File: config.mk
export PLATFORM = sky130hd
export DESIGN_NAME = mips_regfile_2r1w
export DESIGN_NICKNAME = d
export VERILOG_FILES = /design/src/rtl/mips_pkg.sv /design/src/rtl/regfile_read_port.sv /design/src/rtl/mips_regfile_2r1w.sv
export SDC_FILE = /design/constraint.sdc
export NUM_CORES = 2
export LEC_CHECK = 0
export ABC_AREA = 1
export CAP_MARGIN = 10
export CORE_ASPECT_RATIO = 2
export CORE_MARGIN = 2
export CORE_UTILIZATION = 59
export DETAILED_ROUTE_END_ITERATION = 6
export GPL_ROUTABILITY_DRIVEN = 1
export GPL_TIMING_DRIVEN = 1
export HOLD_SLACK_MARGIN = 0.06
export PLACE_DENSITY = 0.73
export SLEW_MARGIN = 10
export SYNTH_ARGS = -nofsm -noshare
export SYNTH_HDL_FRONTEND = slang
export SYNTH_SLANG_ARGS = --single-unit
export TNS_END_PERCENT = 1
File: constraint.sdc
create_clock -name clk -period 2.4 [get_ports clk]
set_input_delay 0.72 -clock clk [delete_from_list [all_inputs] [get_ports clk]]
set_output_delay 0.72 -clock clk [all_outputs]
set_load 0.02 [all_outputs]
File: src/rtl/mips_pkg.sv
// Shared MIPS register-file constants and the RegDst select encoding used by mux_5bit.
// Also provides the destination-select helper so producers of waddr agree on its meaning.
package mips_pkg;

    localparam int DATA_W = 32;
    localparam int ADDR_W = 5;

    localparam logic [4:0] REG_ZERO = 5'd0;
    localparam logic [4:0] REG_RA   = 5'd31;

    typedef enum logic [1:0] {
        REGDST_RT    = 2'b00,
        REGDST_RD    = 2'b01,
        REGDST_SPARE = 2'b10,
        REGDST_RA    = 2'b11
    } regdst_e;

    // Destination register select; the spare encoding drives index 0 so a stray write is dropped.
    function automatic logic [4:0] regdst_sel(
        input regdst_e    sel,
        input logic [4:0] rt,
        input logic [4:0] rd
    );
        logic [4:0] idx;
        case (sel)
            REGDST_RT:    idx = rt;
            REGDST_RD:    idx = rd;
            REGDST_SPARE: idx = REG_ZERO;
            REGDST_RA:    idx = REG_RA;
            default:      idx = REG_ZERO;
        endcase
        return idx;
    endfunction

endpackage

File: src/rtl/regfile_read_port.sv
// One registered read port: $0 forcing, same-cycle write bypass, data and valid flops.
// The caller supplies the array word at raddr; this block decides what actually gets returned.
module regfile_read_port
    import mips_pkg::*;
#(
    parameter int P_DATA_W = DATA_W,
    parameter int P_ADDR_W = ADDR_W
) (
    input  logic                clk,
    input  logic                rst_n,
    input  logic                re,
    input  logic [P_ADDR_W-1:0] raddr,
    input  logic                we,
    input  logic [P_ADDR_W-1:0] waddr,
    input  logic [P_DATA_W-1:0] wdata,
    input  logic [P_DATA_W-1:0] stored,
    output logic [P_DATA_W-1:0] rdata,
    output logic                rvalid
);

    logic [P_DATA_W-1:0] value_s;
    logic [P_DATA_W-1:0] rdata_d;
    logic [P_DATA_W-1:0] rdata_q;
    logic                rvalid_d;
    logic                rvalid_q;

    // Resolve the architectural value of raddr for this cycle.
    always_comb begin
        value_s = stored;
        if (raddr == {P_ADDR_W{1'b0}}) begin
            value_s = {P_DATA_W{1'b0}};
        end else if (we && (waddr == raddr)) begin
            value_s = wdata;
        end else begin
            value_s = stored;
        end
    end

    // Capture on request; an idle cycle holds the data but drops valid.
    always_comb begin
        rdata_d  = rdata_q;
        rvalid_d = 1'b0;
        if (re) begin
            rdata_d  = value_s;
            rvalid_d = 1'b1;
        end else begin
            rdata_d  = rdata_q;
            rvalid_d = 1'b0;
        end
    end

    // Output registers.
    always_ff @(posedge clk or negedge rst_n) begin
        if (!rst_n) begin
            rdata_q  <= {P_DATA_W{1'b0}};
            rvalid_q <= 1'b0;
        end else begin
            rdata_q  <= rdata_d;
            rvalid_q <= rvalid_d;
        end
    end

    assign rdata  = rdata_q;
    assign rvalid = rvalid_q;

endmodule

File: src/rtl/mips_regfile_2r1w.sv
// 32x32 MIPS general-purpose register file, two registered read ports and one write port.
// Storage and write decode live here; each read port handles $0 and write bypass itself.
module mips_regfile_2r1w
    import mips_pkg::*;
#(
    parameter int DATA_W = mips_pkg::DATA_W,
    parameter int ADDR_W = mips_pkg::ADDR_W
) (
    input  logic              clk,
    input  logic              rst_n,
    input  logic              we,
    input  logic [ADDR_W-1:0] waddr,
    input  logic [DATA_W-1:0] wdata,
    input  logic              re1,
    input  logic [ADDR_W-1:0] raddr1,
    input  logic              re2,
    input  logic [ADDR_W-1:0] raddr2,
    output logic [DATA_W-1:0] rdata1,
    output logic              rvalid1,
    output logic [DATA_W-1:0] rdata2,
    output logic              rvalid2
);

    localparam int DEPTH = 2 ** ADDR_W;

    logic [DATA_W-1:0] regs_d [DEPTH];
    logic [DATA_W-1:0] regs_q [DEPTH];
    logic              wr_en_s;

    // Writes to $0 are dropped so that entry never leaves zero.
    always_comb begin
        wr_en_s = 1'b0;
        if (we && (waddr != {ADDR_W{1'b0}})) begin
            wr_en_s = 1'b1;
        end else begin
            wr_en_s = 1'b0;
        end
    end

    // Next-state of the storage array.
    always_comb begin
        regs_d = regs_q;
        if (wr_en_s) begin
            regs_d[waddr] = wdata;
        end else begin
            regs_d = regs_q;
        end
    end

    // Storage array, cleared on reset so unwritten registers read as zero.
    always_ff @(posedge clk or negedge rst_n) begin
        if (!rst_n) begin
            for (int i = 0; i < DEPTH; i++) begin
                regs_q[i] <= {DATA_W{1'b0}};
            end
        end else begin
            regs_q <= regs_d;
        end
    end

    regfile_read_port #(
        .P_DATA_W (DATA_W),
        .P_ADDR_W (ADDR_W)
    ) u_rd1 (
        .clk    (clk),
        .rst_n  (rst_n),
        .re     (re1),
        .raddr  (raddr1),
        .we     (we),
        .waddr  (waddr),
        .wdata  (wdata),
        .stored (regs_q[raddr1]),
        .rdata  (rdata1),
        .rvalid (rvalid1)
    );

    regfile_read_port #(
        .P_DATA_W (DATA_W),
        .P_ADDR_W (ADDR_W)
    ) u_rd2 (
        .clk    (clk),
        .rst_n  (rst_n),
        .re     (re2),
        .raddr  (raddr2),
        .we     (we),
        .waddr  (waddr),
        .wdata  (wdata),
        .stored (regs_q[raddr2]),
        .rdata  (rdata2),
        .rvalid (rvalid2)
    );

endmodule

# ---- Word-level counts from Yosys, hierarchy flattened
# Index checks and enable logic that the tools add are counted.
dict set report totals {
  regBits 1090
  out_inout_bits 66
  wordCells 68
}
dict set report op_classes {
  magnitude_cmp 4
  eq_ne 2
  mux 16
  bitwise 3
  reduce_logical 7
}
# cell count
set ops {}
lappend ops {{bitwise mux 1024 bit} 1}
lappend ops {{binary-select mux 32 bit (select 5 bit)} 2}
lappend ops {{2-to-1 mux 32 bit} 9}
lappend ops {{demux 32 bit (select 5 bit)} 1}
lappend ops {{greater-or-equal comparator 6 bit, second input constant} 3}
lappend ops {{inverter 5 -> 6 bit} 3}
lappend ops {{equality test 5 bit} 2}
lappend ops {{logical NOT 5 bit} 2}
lappend ops {{less-than comparator 6 x 1 -> 1 bit, second input constant} 1}
lappend ops {{nonzero test 5 bit} 1}
lappend ops {{logical AND 1 bit} 4}
lappend ops {{2-to-1 mux 1 bit} 3}

# ---- Logic depth before layout (Yosys ltp)
dict set report logic_depth {
  ltp_word 6
  ltp_mapped 14
  depth_no_buf 11
}

# ---- By module
# A second synthesis with hierarchy kept.
dict set report hier_totals {
  hier_cells 8884
  area_unflattened_um2 60194.0
}
# module n_inst cells_per_inst area_per_inst_um2 seq_area_each_um2
set by_module_without_submodules {}
lappend by_module_without_submodules {mips_regfile_2r1w 1 8270 56110.1 25624.6}
lappend by_module_without_submodules {regfile_read_port 2 307 2042.0 825.8}

# ---- Worst setup path after synthesis
# No wires, ideal clock.
dict set report synth_path {
  path_kind {input-to-reg}
  startpoint {in raddr1[0]}
  endpoint {reg u_rd1.rdata_q[11] (netlist: u_rd1.rdata[11])}
  setup_ns 0.117
  arrival_ns 1.943
  slack_ns 0.340
  cell_stages 10
  path_cell_list {buf_2 inv_2 buf_2 buf_2 nand4_1 nand2_1 clkbuf_1 nor2_1 nand2_1 nand2_1}
}
dict set report synth_between {
  elab_chain_cells 6
  elab_cells_between_ends 9
  classes_between {1 x eq/ne; 5 x mux; 1 x bitwise; 2 x reduce/logical}
}
# item line
set synth_rtl {}
lappend synth_rtl {{start, declared} mips_regfile_2r1w.sv:15} ;# input logic [ADDR_W-1:0] raddr1,
lappend synth_rtl {{inverter 5 -> 6 bit (implied by the code)} mips_regfile_2r1w.sv:72} ;# .stored (regs_q[raddr1]),
lappend synth_rtl {{binary-select mux 32 bit (select 5 bit)} mips_regfile_2r1w.sv:72}
lappend synth_rtl {{2-to-1 mux 32 bit (implied by the code) (2 in series)} mips_regfile_2r1w.sv:72}
lappend synth_rtl {{2-to-1 mux 32 bit} regfile_read_port.sv:32} ;# end else if (we && (waddr == raddr)) begin
lappend synth_rtl {{2-to-1 mux 32 bit (*)} regfile_read_port.sv:30} ;# if (raddr == {P_ADDR_W{1'b0}}) begin
lappend synth_rtl {{end signal, assigned} regfile_read_port.sv:55} ;# rdata_q <= {P_DATA_W{1'b0}};
lappend synth_rtl {{end signal, assigned} regfile_read_port.sv:58} ;# rdata_q <= rdata_d;
lappend synth_rtl {{end, declared} regfile_read_port.sv:23} ;# logic [P_DATA_W-1:0] rdata_q;
# Every way passes the cells marked *; elsewhere a longest branch is shown, timed or not. The select of a mux whose other input is x is not followed.
# A chain may end at the register's enable or synchronous reset.

# ---- Worst setup path in the final report
dict set report layout_path {
  startpoint {reg u_rd1.rdata_q[2] (netlist: u_rd1.rdata[2])}
  endpoint {out rdata1[2]}
}
# item line
set layout_lines {}
lappend layout_lines {{end, declared} mips_regfile_2r1w.sv:18} ;# output logic [DATA_W-1:0] rdata1,
# No word-level cell between the ends.

==> reports/results.ini <==
[critical_path]
critical-path-slowest-cell=dlygate4sd2_1
worst-endpoint-required_ns=1.68
critical_path.top_delay_family=buffers and inverters
crit_arrival_ns=1.58
path_class=reg -> out
worst-r2r-setup-slack_ns=0.64
ff2ff_path_depth=10
timing.critical_path.to_type=primary output
critPathMaxFanout=2
cp_slowest_stage_delay_ns=0.49
startpoint_type=flip-flop
timing.critical_path.buf_inv=1
r2r_end=u_rd1.rdata[19]$_DFFE_PN0P_
cell_chain_of_the_critical_path=dlygate4sd2_1
worst_r2r_startpoint=regs_q[275]$_DFFE_PN0P_
crit_start=u_rd1.rdata[2]$_DFFE_PN0P_

[timing]
rsz0062_at_grt=no
period_minus_slack_ns=2.30
final.setup.worst_slack_ns=0.102
max_clock_freq_mhz=435
report.final.setup_viol=0
timing.hold.ws_ns=0.403
fin_skew_ns=0.0220
layout_worst_path_cycle_share_pct=95.7
hold_viol_final=0
final_max_slew_viol_count=0
slew_at_the_pin_with_the_worst_max_slew_slack_ns=0.758
relSlewSlack_pct=49.4

[power_and_ir_drop]
power.leakage_nw=36.7
worst_ir_drop_vdd_mv=0.738
power_density_nw_per_um2=742

[status]
outcome=completed

[place]
placement.io_buffers=117
place_ws_ns=-0.197
gp_congestion=0.961
place_area_um2=69300
hpwl_um=162000

[clock_network]
max-clock-path-buffers=3
numCtsBuffers=100
cts.root.buffer_cell=clkbuf_16
cts.sink_count=1090
post-cts-setup-buffers=0
cts_htree_levels=3
clk_latency_ns=0.75
clk_transition_reported_paths_ns=0.06
cts_tree=done

[worst_hold_path]
hold_path.startpoint=regs_q[1017]$_DFFE_PN0P_
timing.hold.worst_path_depth=0
hold-path-endpoint=regs_q[1017]$_DFFE_PN0P_
hp-class=reg -> reg

[route]
detailed_route_vias_per_instance=6.00
post_drt_wl_per_cell_um=22.5
detail_route.wirelength_um=249000
drc=0
routed-via-count=66162
drt_first_pass_iters=7
first_iter_violations=8650
antenna_violating_nets_post_route=0

[synthesis]
sequential_element_share_of_the_synthesized_area_pct=43.9
yosys_register_bits=1090
synthCells=9521
yosysWarningCount=0
netlist_area_um2=62100
postSynthAreaPerCell_um2=6.52
unique_masters_post_synth=25
postSynthNetCount=9573

[grt]
first_pass_grt_wire_length_um=373000
antenna_found_initial=16
first_global_vias=62472
globalRouteOverflowTotal=0
grt.total_usage_pct=46.0
grt_start_max_net_pins=74

[flow_run]
drv_cap=0

[cells_and_area]
multiInputGateArea_um2=29200
drive_gt1_share_pct=8.65
fin_util_pct=69.5
final_net_count=9641
seq_area_um2=27300
synthToLayoutAreaGrowth_pct=17.1
finish.instance_area_um2=72700
fillers=9121

[floorplanning]
die-area_um2=108000
core_um2=105000
ios=118
die-width_um=233
std_cell_rows=168
die_y_um=463
initial_utilization_pct=59.3

cell type report:
type,instances,share of cell area [%]
antenna,6,0.0206
clock buffer,141,4.02
clock inverter,42,0.757
inverter,695,3.63
multi-input combinational,6986,40.1
sequential,1090,37.5
tap,1360,2.34
timing repair buffer,716,11.6
through the flow:
stage	total power [W]	cells	setup TNS [ns]
finish	0.0540	11036	0
CTS	0.0537	11030	0
global route	0.0567	11031	0
floorplan	0.0316	9521	0
detailed placement	0.0366	10846	-85.92
global placement	0.0361	10846	-73.54
placed cells by master, fill, tap and decap left out, types with 5 or more instances in the layout:
| cell type | synthesis | final |
|---|---|---|
| inv_6 | 0 | 5 |
| clkdlybuf4s50_1 | 0 | 40 |
| nand3_1 | 1152 | 1152 |
| inv_1 | 683 | 678 |
| clkbuf_8 | 0 | 18 |
| clkinv_2 | 0 | 19 |
| clkinvlp_4 | 0 | 7 |
| o21ai_0 | 923 | 923 |
| nand2_2 | 5 | 25 |
| bufinv_16 | 0 | 11 |
| dlygate4sd2_1 | 0 | 65 |
| buf_4 | 6 | 374 |
| nor3_2 | 6 | 6 |
| dfrtp_1 | 1090 | 1090 |
| nor2_4 | 6 | 10 |
| nand2_1 | 3899 | 3879 |
| clkbuf_1 | 459 | 19 |
| diode_2 | 0 | 6 |
| clkbuf_16 | 0 | 104 |
| inv_2 | 10 | 10 |
| o21ai_1 | 72 | 72 |
| buf_12 | 0 | 226 |
| nor2_1 | 905 | 901 |
what timing repair did:
item	in CTS	in global routing
gates resized for setup	65	1
hold buffers	1	0
setup endpoints to repair	65	1
hold endpoints to repair	16	0
cells in the mapped netlist (all sizes together):
library cell | count | area share (%)
nand3 | 1154 | 9.3
nand4 | 2 | 0.020
a21oi | 3 | 0.024
o22ai | 4 | 0.040
dfrtp | 1090 | 44
clkbuf | 460 | 2.8
clkinv | 2 | 0.012
buf | 290 | 2.3
nor4 | 1 | 0.034
xor2 | 1 | 0.014
inv | 693 | 4.2
nor2 | 911 | 5.6
nor3 | 11 | 0.19
o21ai | 995 | 8.0
nand2 | 3904 | 24
state kept, by name, summed over array words and instances (netlist names):
register	cells
regs_q	1024
u_rd1.rdata	32
u_rd2.rdata	32
u_rd1.rvalid	1
u_rd2.rvalid	1
worst max path at each step:
stage	endpoint	depth (start not counted)
CTS	rvalid1	1
global route	rdata2[22]	1
detailed placement	u_rd2.rdata[28]$_DFFE_PN0P_	12
global placement	u_rd2.rdata[29]$_DFFE_PN0P_	13
finish	rdata1[2]	1
floorplan	u_rd1.rdata[11]$_DFFE_PN0P_	10
cells by family after synthesis:
kind of cell,synth area share [%]
compound gates,8.08
flops,43.9
simple gates,38.7
xor+xnor,0.0141
buf+inv,9.25
per-layer routing:
| layer | track usage [%] | vias to the layer above | share of wire (%) |
|---|---|---|---|
| li1 | - | 29679 | - |
| met1 | 55.8 | 30504 | 34 |
| met2 | 70.1 | 4558 | 44 |
| met3 | 12.3 | 1407 | 13 |
| met4 | 33.9 | 14 | 9.1 |
| met5 | 0 | - | 0.037 |
power breakdown:
part           switching (W)  internal [W]
clock network        0.00767       0.00969
logic                0.00828       0.00456
registers            0.00196        0.0218
total                 0.0179        0.0361
Power figures use the tool's default switching activity.
